`config.mk`:
```
export PLATFORM = sky130hd
export DESIGN_NAME = lsu32_flat
export DESIGN_NICKNAME = d
export VERILOG_FILES = /design/src/rtl/lsu32_pkg.sv /design/src/rtl/lsu32_if.sv /design/src/rtl/lsu32_align.sv /design/src/rtl/lsu32.sv /design/src/flat_wrapper.sv
export SDC_FILE = /design/constraint.sdc
export NUM_CORES = 1
export LEC_CHECK = 0
export ABC_AREA = 1
export BUFFER_PORTS_ARGS = -buffer_cell sky130_fd_sc_hd__buf_2
export CAP_MARGIN = 20
export CORE_MARGIN = 2
export CORE_UTILIZATION = 44
export CTS_CLUSTER_DIAMETER = 80
export DETAILED_ROUTE_END_ITERATION = 10
export HOLD_SLACK_MARGIN = 0.12
export PLACE_DENSITY = 0.77
export SYNTH_ARGS = -nofsm -noshare
export SYNTH_HDL_FRONTEND = slang
export SYNTH_SLANG_ARGS = --single-unit
export TNS_END_PERCENT = 20
```
`constraint.sdc`:
```
create_clock -name clk -period 1.5 [get_ports clk]
set_input_delay 0.15 -clock clk [delete_from_list [all_inputs] [get_ports clk]]
set_output_delay 0.15 -clock clk [all_outputs]
set_load 0.02 [all_outputs]
```
`src/rtl/lsu32_pkg.sv`:
```
// Shared constants and types for the 32-bit load/store unit.
// Holds the funct3 size/sign encodings and the sequencing state enum.
package gpc_lsu_pkg;

    localparam int LSU_WIDTH = 32;

    localparam logic [2:0] F3_B  = 3'b000;
    localparam logic [2:0] F3_H  = 3'b001;
    localparam logic [2:0] F3_W  = 3'b010;
    localparam logic [2:0] F3_BU = 3'b100;
    localparam logic [2:0] F3_HU = 3'b101;

    typedef enum logic [1:0] {
        ST_IDLE = 2'd0,
        ST_REQ  = 2'd1,
        ST_RSP  = 2'd2
    } lsu_state_t;

endpackage

```
`src/rtl/lsu32_if.sv`:
```
// Data-memory port of the load/store unit: valid/ready request, one-cycle response.
// The LSU side is the master; the memory or bus fabric is the slave.
interface lsu32_if #(
    parameter int WIDTH = 32
);
    logic             mem_req_valid;
    logic             mem_req_ready;
    logic             mem_we;
    logic [WIDTH-1:0] mem_addr;
    logic [WIDTH-1:0] mem_wdata;
    logic [3:0]       mem_wstrb;
    logic             mem_rsp_valid;
    logic [WIDTH-1:0] mem_rdata;

    modport master (
        output mem_req_valid,
        output mem_we,
        output mem_addr,
        output mem_wdata,
        output mem_wstrb,
        input  mem_req_ready,
        input  mem_rsp_valid,
        input  mem_rdata
    );

    modport slave (
        input  mem_req_valid,
        input  mem_we,
        input  mem_addr,
        input  mem_wdata,
        input  mem_wstrb,
        output mem_req_ready,
        output mem_rsp_valid,
        output mem_rdata
    );

endinterface

```
`src/rtl/lsu32_align.sv`:
```
// Combinational size/alignment check, store lane placement and load extract/extend.
// The request side works on the incoming request; the read side on the latched one.
module lsu_align
    import gpc_lsu_pkg::*;
(
    input  logic        load_en,
    input  logic        store_en,
    input  logic [1:0]  req_off,
    input  logic [2:0]  req_f3,
    input  logic [31:0] req_data,
    output logic        req_legal,
    output logic [3:0]  wstrb,
    output logic [31:0] wdata,
    input  logic [1:0]  rd_off,
    input  logic [2:0]  rd_f3,
    input  logic [31:0] rdata,
    output logic [31:0] rd_ext
);

    logic        size_ok;
    logic        align_ok;
    logic [31:0] rd_shift;

    // Unsigned sizes exist only for loads.
    always_comb begin
        size_ok  = 1'b0;
        align_ok = 1'b0;
        unique case (req_f3)
            F3_B:  begin size_ok = 1'b1;    align_ok = 1'b1;            end
            F3_BU: begin size_ok = load_en; align_ok = 1'b1;            end
            F3_H:  begin size_ok = 1'b1;    align_ok = ~req_off[0];     end
            F3_HU: begin size_ok = load_en; align_ok = ~req_off[0];     end
            F3_W:  begin size_ok = 1'b1;    align_ok = (req_off == 2'b00); end
            default: begin size_ok = 1'b0;  align_ok = 1'b0;            end
        endcase
        req_legal = (load_en ^ store_en) & size_ok & align_ok;
    end

    always_comb begin
        wstrb = 4'b0000;
        unique case (req_f3)
            F3_B:    wstrb = 4'b0001 << req_off;
            F3_H:    wstrb = 4'b0011 << req_off;
            F3_W:    wstrb = 4'b1111;
            default: wstrb = 4'b0000;
        endcase
        wdata = req_data << {req_off, 3'b000};
    end

    always_comb begin
        rd_shift = rdata >> {rd_off, 3'b000};
        unique case (rd_f3)
            F3_B:    rd_ext = {{24{rd_shift[7]}}, rd_shift[7:0]};
            F3_BU:   rd_ext = {24'd0, rd_shift[7:0]};
            F3_H:    rd_ext = {{16{rd_shift[15]}}, rd_shift[15:0]};
            F3_HU:   rd_ext = {16'd0, rd_shift[15:0]};
            default: rd_ext = rd_shift;
        endcase
    end

endmodule

```
`src/rtl/lsu32.sv`:
```
// Load/store unit between the execute stage and data memory: one request at a time,
// word-aligned byte-strobed bus access, extended load data with a one-cycle done pulse.
//
// state | meaning
// IDLE  | waiting for load_en/store_en; illegal requests answered here with done+err
// REQ   | mem_req_valid high, all mem_* outputs frozen until mem_req_ready
// RSP   | waiting for mem_rsp_valid; completion reported on the following cycle
module lsu32
    import gpc_lsu_pkg::*;
#(
    parameter int WIDTH = LSU_WIDTH
) (
    input  logic             clk,
    input  logic             rst_n,
    input  logic             load_en,
    input  logic [WIDTH-1:0] load_addr,
    input  logic             store_en,
    input  logic [WIDTH-1:0] store_addr,
    input  logic [WIDTH-1:0] store_data,
    input  logic [2:0]       funct3,
    output logic             busy,
    output logic             done,
    output logic             err,
    output logic [WIDTH-1:0] load_data,
    lsu32_if.master          mem
);

    lsu_state_t state_q;
    lsu_state_t state_next;

    logic        accept;
    logic        reject;
    logic        finish;
    logic        req_valid;

    logic [31:0] req_addr;
    logic        req_legal;
    logic [3:0]  wstrb_new;
    logic [31:0] wdata_new;
    logic [31:0] rd_ext;

    logic [31:0] addr_q;
    logic [31:0] wdata_q;
    logic [3:0]  wstrb_q;
    logic        we_q;
    logic [1:0]  off_q;
    logic [2:0]  f3_q;
    logic        done_q;
    logic        err_q;
    logic [31:0] load_data_q;

    // With both enables high the request is illegal anyway, so the mux choice is moot.
    assign req_addr = store_en ? store_addr : load_addr;

    lsu_align u_align (
        .load_en   (load_en),
        .store_en  (store_en),
        .req_off   (req_addr[1:0]),
        .req_f3    (funct3),
        .req_data  (store_data),
        .req_legal (req_legal),
        .wstrb     (wstrb_new),
        .wdata     (wdata_new),
        .rd_off    (off_q),
        .rd_f3     (f3_q),
        .rdata     (mem.mem_rdata),
        .rd_ext    (rd_ext)
    );

    always_ff @(posedge clk or negedge rst_n) begin
        if (!rst_n) state_q <= ST_IDLE;
        else        state_q <= state_next;
    end

    always_comb begin
        state_next = state_q;
        accept     = 1'b0;
        reject     = 1'b0;
        finish     = 1'b0;
        req_valid  = 1'b0;
        busy       = 1'b1;
        unique case (state_q)
            ST_IDLE: begin
                busy = 1'b0;
                if (load_en || store_en) begin
                    if (req_legal) begin
                        accept     = 1'b1;
                        state_next = ST_REQ;
                    end else begin
                        reject = 1'b1;
                    end
                end
            end
            ST_REQ: begin
                req_valid = 1'b1;
                if (mem.mem_req_ready) state_next = ST_RSP;
            end
            ST_RSP: begin
                if (mem.mem_rsp_valid) begin
                    finish     = 1'b1;
                    state_next = ST_IDLE;
                end
            end
            default: begin
                busy       = 1'b0;
                state_next = ST_IDLE;
            end
        endcase
    end

    // Bus fields are captured once at acceptance so they cannot move while REQ waits.
    always_ff @(posedge clk or negedge rst_n) begin
        if (!rst_n) begin
            addr_q      <= '0;
            wdata_q     <= '0;
            wstrb_q     <= '0;
            we_q        <= 1'b0;
            off_q       <= '0;
            f3_q        <= '0;
            done_q      <= 1'b0;
            err_q       <= 1'b0;
            load_data_q <= '0;
        end else begin
            done_q <= reject | finish;
            err_q  <= reject;
            if (accept) begin
                addr_q  <= {req_addr[31:2], 2'b00};
                off_q   <= req_addr[1:0];
                f3_q    <= funct3;
                we_q    <= store_en;
                wstrb_q <= store_en ? wstrb_new : 4'b0000;
                wdata_q <= store_en ? wdata_new : 32'd0;
            end
            if (finish && !we_q) load_data_q <= rd_ext;
        end
    end

    assign done      = done_q;
    assign err       = err_q;
    assign load_data = load_data_q;

    assign mem.mem_req_valid = req_valid;
    assign mem.mem_we        = we_q;
    assign mem.mem_addr      = addr_q;
    assign mem.mem_wdata     = wdata_q;
    assign mem.mem_wstrb     = wstrb_q;

endmodule

```
`src/flat_wrapper.sv`:
```
// flat-port wrapper written by rule: the top's interface ports become plain ports
module lsu32_flat import gpc_lsu_pkg::*;
#(
    parameter int WIDTH = LSU_WIDTH
)
  (clk, rst_n, load_en, load_addr, store_en, store_addr, store_data, funct3, busy, done, err, load_data, mem_mem_req_valid, mem_mem_we, mem_mem_addr, mem_mem_wdata, mem_mem_wstrb, mem_mem_req_ready, mem_mem_rsp_valid, mem_mem_rdata);
  lsu32_if #(.WIDTH(WIDTH)) mem_i ();
  input  logic clk;
  input  logic rst_n;
  input  logic load_en;
  input  logic [WIDTH-1:0] load_addr;
  input  logic store_en;
  input  logic [WIDTH-1:0] store_addr;
  input  logic [WIDTH-1:0] store_data;
  input  logic [2:0] funct3;
  output logic busy;
  output logic done;
  output logic err;
  output logic [WIDTH-1:0] load_data;
  output wire logic [$bits(mem_i.mem_req_valid)-1:0] mem_mem_req_valid;
  output wire logic [$bits(mem_i.mem_we)-1:0] mem_mem_we;
  output wire logic [$bits(mem_i.mem_addr)-1:0] mem_mem_addr;
  output wire logic [$bits(mem_i.mem_wdata)-1:0] mem_mem_wdata;
  output wire logic [$bits(mem_i.mem_wstrb)-1:0] mem_mem_wstrb;
  input wire logic [$bits(mem_i.mem_req_ready)-1:0] mem_mem_req_ready;
  input wire logic [$bits(mem_i.mem_rsp_valid)-1:0] mem_mem_rsp_valid;
  input wire logic [$bits(mem_i.mem_rdata)-1:0] mem_mem_rdata;
  assign mem_mem_req_valid = mem_i.mem_req_valid;
  assign mem_mem_we = mem_i.mem_we;
  assign mem_mem_addr = mem_i.mem_addr;
  assign mem_mem_wdata = mem_i.mem_wdata;
  assign mem_mem_wstrb = mem_i.mem_wstrb;
  assign mem_i.mem_req_ready = mem_mem_req_ready;
  assign mem_i.mem_rsp_valid = mem_mem_rsp_valid;
  assign mem_i.mem_rdata = mem_mem_rdata;
  lsu32 #(.WIDTH(WIDTH)) u_core (.clk(clk), .rst_n(rst_n), .load_en(load_en), .load_addr(load_addr), .store_en(store_en), .store_addr(store_addr), .store_data(store_data), .funct3(funct3), .busy(busy), .done(done), .err(err), .load_data(load_data), .mem(mem_i));
endmodule
```
; After elaboration in Yosys (flattened, before gate mapping)
; Index checks and enable logic that the tools add are counted.
[op_classes]
order_cmp = 0
n_reduce_logical = 13
shifts = 4
bitwise = 5
div = 0
mul = 0
n_eq_ne = 13
n_mux = 22
addsub = 0
[ops]
columns = operator, count
row1 = $pmux 32 s4, 1
row2 = $mux 32, 2
row3 = $shl 32x5->32, 1
row4 = $shr 32x5->32, 1
row5 = $eq 3x3->1 const B, 4
row6 = $pmux 4 s3, 1
row7 = $mux 1, 10
row8 = $mux 2, 4
row9 = $reduce_or 2->1, 4
row10 = $eq 3x1->1 const B, 2
row11 = $logic_not 3->1, 2
row12 = $pmux 2 s3, 1
row13 = $logic_not 2->1, 2
row14 = $mux 4, 1
row15 = $ne 2x1->1 const B, 2
row16 = $ne 2x2->1 const B, 2
row17 = $reduce_and 4->1, 1
row18 = $shl 1x2->4 const A, 1
row19 = $shl 2x2->4 const A, 1
row20 = $eq 3x2->1 const B, 1
row21 = $pmux 1 s3, 1
row22 = $reduce_or 3->1, 1
row23 = $and 1x1->1, 2
row24 = $eq 2x1->1 const B, 1
row25 = 8 further kinds, 8
[word_totals]
wordCells = 67
mem_bits_ro = 0
output_inout_bits = 105
n_memories = 0
latchBits = 0
reg_bits = 108
input_bits = 137
ramBits = 0

; Longest topological paths before layout
[depth]
ltp_word = 9
mapped_depth = 11
mapped_depth_nobuf = 10

; Hierarchy
; From an unflattened synthesis, not the netlist that was laid out.
[unflattened]
hier_cells = 863
area_unflattened_um2 = 6243.5
[modules_own_cells]
columns = module, area_per_inst_um2, seq_area_each_um2, cells_per_inst, n_inst
row1 = lsu32, 4700.8, 2702.6, 582, 1
row2 = lsu_align, 1542.7, 0.0, 281, 1

; Least setup slack after synthesis
; OpenSTA, ideal clock, no wires.
[synth_path]
kind = reg-to-reg
from = reg u_core.state_q[0]
to = reg u_core.load_data_q[20], in the netlist u_core.load_data[20]
path_slack_ps = -100
required_ps = 1380
t_arrival_ps = 1480
setup_time_ps = 120
synth_period_minus_slack_ps = 1600
path_buffers = 1
stages_incl_launch_ff = 11
path_cell_list = dfrtp_1 -> inv_1 -> ha_1 -> inv_1 -> nor3_2 -> inv_1 -> clkbuf_1 -> a31oi_1 -> nand3_1 -> o21ai_0 -> inv_1
[synth_between]
elab_chain_cells = 3
[synth_lines]
columns = element, line_no
row1 = from (decl), lsu32.sv:28  ; lsu_state_t state_q;
row2 = from (signal assigned), lsu32.sv:72  ; else state_q <= state_next;
row3 = $eq 2x2->1, lsu32.sv:82  ; unique case (state_q)
row4 = $mux 1, lsu32.sv:82
row5 = $logic_and 1x1->1, lsu32.sv:134  ; if (finish && !we_q) load_data_q <= rd_ext;
row6 = to (signal assigned), lsu32.sv:134
row7 = to (decl), lsu32.sv:50  ; logic [31:0] load_data_q;
; Every way passes these cells.
; A chain may end at the register's enable or synchronous reset.

; Final worst setup path
[layout_path]
from = reg u_core.state_q[0]
to = reg u_core.load_data_q[11], in the netlist u_core.load_data[11]
; Same word-level chain as after synthesis.

==> results.md <==
| Step | Quantity | Reported |
| --- | --- | --- |
| run status | Outcome | complete, but fails checks |
| run status | Violated checks | negative setup slack |
| logic synthesis | Number of warnings reported in the yosys synthesis log | 0 |
| grt | Via count of the first global-routing pass | 6068 |
| cts | Worst skew pair latency | 350 ps |
| grt | Initial antenna violation count | 1 |
| grt | GRT Resource Usage Total | 25.9% |
| logic synthesis | Cell type with the largest total area after synthesis | sky130_fd_sc_hd__dfrtp_1 |
| cts | Reg clk slew, reported paths | 70 ps |
| cts | Clock Tree Buf Depth | 2 |
| critical path | Delay contributed by the slowest stage of the critical path | 390 ps |
| logic synthesis | Main area contributors after synthesis | sky130_fd_sc_hd__dfrtp_1 (47%), sky130_fd_sc_hd__nand2_1 (15%), sky130_fd_sc_hd__o21ai_0 (10%) |
| grt | Global-route wire length before repair | 29400 um |
| flow run | Max Cap Violations | 0 |
| layout | NumNets Final | 1206 |
| floorplan | Die Area | 14100 sq um |
| logic synthesis | Most frequent cells after synthesis | sky130_fd_sc_hd__nand2_1 (233), sky130_fd_sc_hd__o21ai_0 (117), sky130_fd_sc_hd__dfrtp_1 (108) |
| logic synthesis | Main synth FF type | sky130_fd_sc_hd__dfrtp_1 |
| critical path | Worst Path Required | 1740 ps |
| critical path | Crit. End Element | register |
| grt | Maximum number of pins on one net before global-route repair | 45 |
| critical path | Library cell appearing most often on the critical path | sky130_fd_sc_hd__inv_2 |
| critical path | Startpoint type of the worst setup path | register |
| logic synthesis | Count leader, synth | sky130_fd_sc_hd__nand2_1 |
| route | Vias | 6459 |
| logic synthesis | Mean cell area of the mapped netlist | 7.71 sq um |
| sta | Tmin final | 1600 ps |
| power | Peak ir drop on the vdd network | 0.916 mV |
| layout | Area growth from synthesis to layout | 49.1% |
| grt | Total gr overflow | 0 |
| floorplan | Die height | 119 um |
| sta | Final hold viol count | 0 |
| critical path | FF-to-FF setup slack | -100 ps |
| power | Pwr/cell area | 1770 nW/um^2 |
| floorplan | Core area | 12700 sq um |
| cts | Clock tree from TritonCTS | done |
| sta | Number of setup violations in the final report | 40 |
| layout | Layout Utilization | 67.8% |
| route | Final Routed Wirelength | 19000 um |
| logic synthesis | EDFF count, synth | 0 |
| critical path | Cell at the slowest stage of the critical path | sky130_fd_sc_hd__dfrtp_1 |
| hold path | Path class of the lowest-slack min-delay path | in2reg |
| sta | Slack of the critical path | -96.5 ps |
| layout | Ant diodes | 0 |
| critical path | Arrival @ worst endpoint | 1840 ps |
| route | Count of TritonRoute iterations in the first routing pass | 5 |
| placement | Detailed placer's ending HPWL | 12900 um |
| floorplan | IO Count | 242 |
| sta | Max Freq | 0.626 GHz |
| cts | Clock tree sinks | 108 |
| floorplan | Width of the chip | 119 um |
| route | Antenna violation net count after detailed routing | 0 |
| sta | RSZ-0062 raised after global routing | true |
| cts | TritonCTS buffer count | 9 |
| sta | Slew Viols, Final | 0 |
| floorplan | Number of placement rows | 41 |
| logic synthesis | Synth Register Bits | 108 |
| placement | Final GP Congestion | 0.921 |
| placement | Post-Place Worst Slack | -99.2 ps |
| route | DRC errors left | 0 |
| placement | Count of buffers inserted at the top-level ports | 239 |
| critical path | Worst-path fanout max | 6 |
| critical path | Critical path class | reg2reg |
| route | Routed wirelength normalized by instance count | 15.3 um |
| critical path | Cells along the critical path | inv_2, ha_2, inv_2, nor3_4, buf_12, buf_6, clkbuf_16, nand3_1, o21ai_1, inv_1 |
| sta | Share of the clock period used by the worst path | 106% |
| floorplan | Starting utilization of the core area | 45.5% |
| route | Ratio of routed vias to standard cells | 5.20 |
| sta | Worst-case clock skew | 7.65 ps |
| cts | CTS Root Cell | sky130_fd_sc_hd__clkbuf_16 |
| logic synthesis | Fraction of synthesized cell area taken by the top area cell type | 46.7% |
| layout | Fraction of final layout cells sized beyond drive strength 1 | 34.9% |
| route | First DRT Iteration DRCs | 510 |
| logic synthesis | Share of synthesized registers carrying an async set or reset | 100% |
| logic synthesis | Netlist area before placement | 5780 sq um |
| power | Leakage power | 4.61 nW |
| cts | Max H-tree Level | 3 |
| logic synthesis | Number of library cell types mapped by synthesis | 31 |
| logic synthesis | Synth Instances | 750 |
| logic synthesis | Share of the yosys chip area belonging to registers | 46.7% |
-- power by group --
part	internal, W	switching, W
registers	0.00418	0.000824
logic	0.00300	0.00487
clock network	0.00129	0.00109
total	0.00848	0.00679
-- final cells by class --
| type | count | area (sq um) |
|---|---|---|
| inverters | 63 | 249 |
| clock inverters | 6 | 65.1 |
| multi-input cells | 528 | 2760 |
| flip-flops and latches | 108 | 2700 |
| well taps | 172 | 215 |
| repair inverters | 1 | 8.76 |
| fillers | 1040 | 4100 |
| repair buffers | 354 | 2390 |
| clock buffers | 10 | 229 |
-- worst max-delay path, delay by kind of cell, from the launching register on --
kind	cells	cell delay, ps
AO/OA/AOI/OAI	1	90
adder cells (fa/ha/maj)	1	160
buffers and inverters	6	580
flip-flops	1	390
AND/OR/NAND/NOR	2	270
-- sequential cells by signal, indices dropped and copies added (netlist names) --
register and count:
u_core.done 1, u_core.err 1, u_core.f3_q 3, u_core.load_data 32, u_core.mem.mem_addr 30, u_core.mem.mem_wdata 32, u_core.mem.mem_we 1, u_core.mem.mem_wstrb 4
u_core.off_q 2, u_core.state_q 2
-- layout by cell type, fill, tap and decap left out, types with 7 or more instances in the layout --
cell type	count
sky130_fd_sc_hd__nand2_1	227
sky130_fd_sc_hd__nor2_1	11
sky130_fd_sc_hd__inv_1	54
sky130_fd_sc_hd__nor3_1	7
sky130_fd_sc_hd__buf_2	238
sky130_fd_sc_hd__clkbuf_16	13
sky130_fd_sc_hd__buf_12	9
sky130_fd_sc_hd__nand3_1	52
sky130_fd_sc_hd__nand4_1	9
sky130_fd_sc_hd__buf_4	49
sky130_fd_sc_hd__dlygate4sd3_1	47
sky130_fd_sc_hd__o21ai_1	42
sky130_fd_sc_hd__dfrtp_1	107
sky130_fd_sc_hd__o21ai_0	85
sky130_fd_sc_hd__o211ai_1	7
sky130_fd_sc_hd__nand2_2	9
sky130_fd_sc_hd__nor2_2	10
sky130_fd_sc_hd__mux2i_1	30
-- timing repair --
action	4_1_cts	5_1_grt
buffers inserted	1	7
endpoints found under the hold margin	137	1
endpoints found under the setup margin	61	103
resized for setup	5	80
cloned	0	6
hold buffers	46	1
pin swaps	0	6
-- logic make-up after synthesis --
group	count (synthesis)	share of synthesized area, %
fa+ha+maj	4	0.865
simple gates	334	24.0
flops	108	46.7
compound gates	158	14.5
other cells	1	0.0648
buf+inv	115	8.61
mux	30	5.19
-- routing by layer --
layer	wire [um]	global-route usage [%]	up-vias
li1	-	-	3089
met1	7630	32.7	2975
met2	9310	44.0	342
met3	1540	4.92	51
met4	540	9.90	2
met5	16	0	-
-- stage by stage --
stage,instance area [sq um],cells,power [W],TNS [ps],hold WS [ps]
final,8620,1242,0.0153,-1060,99.0
after CTS,8230,1228,0.0144,-177,120
after detailed placement,7460,1165,0.0118,-2940,23.9
after global placement,7460,1165,0.0117,-34.5,22.0
after floorplan,5800,751,0.00913,-0.344,-146
after global routing,8620,1242,0.0162,-8650,123
-- final timing paths --
| path | start | end | depth (start not counted) |
|---|---|---|---|
| max in group asynchronous | rst_n | u_core.mem.mem_wdata[13] | 3 |
| max reg2reg | u_core.state_q[0] | u_core.load_data[11] | 10 |
| max | u_core.state_q[0] | u_core.load_data[11] | 10 |
| min | load_addr[19] | u_core.mem.mem_addr[19] | 3 |
| min in group asynchronous | rst_n | u_core.load_data[3] | 2 |
| min reg2reg | u_core.load_data[0] | u_core.load_data[0] | 2 |
No activity file was read; power rests on OpenSTA's default activity.
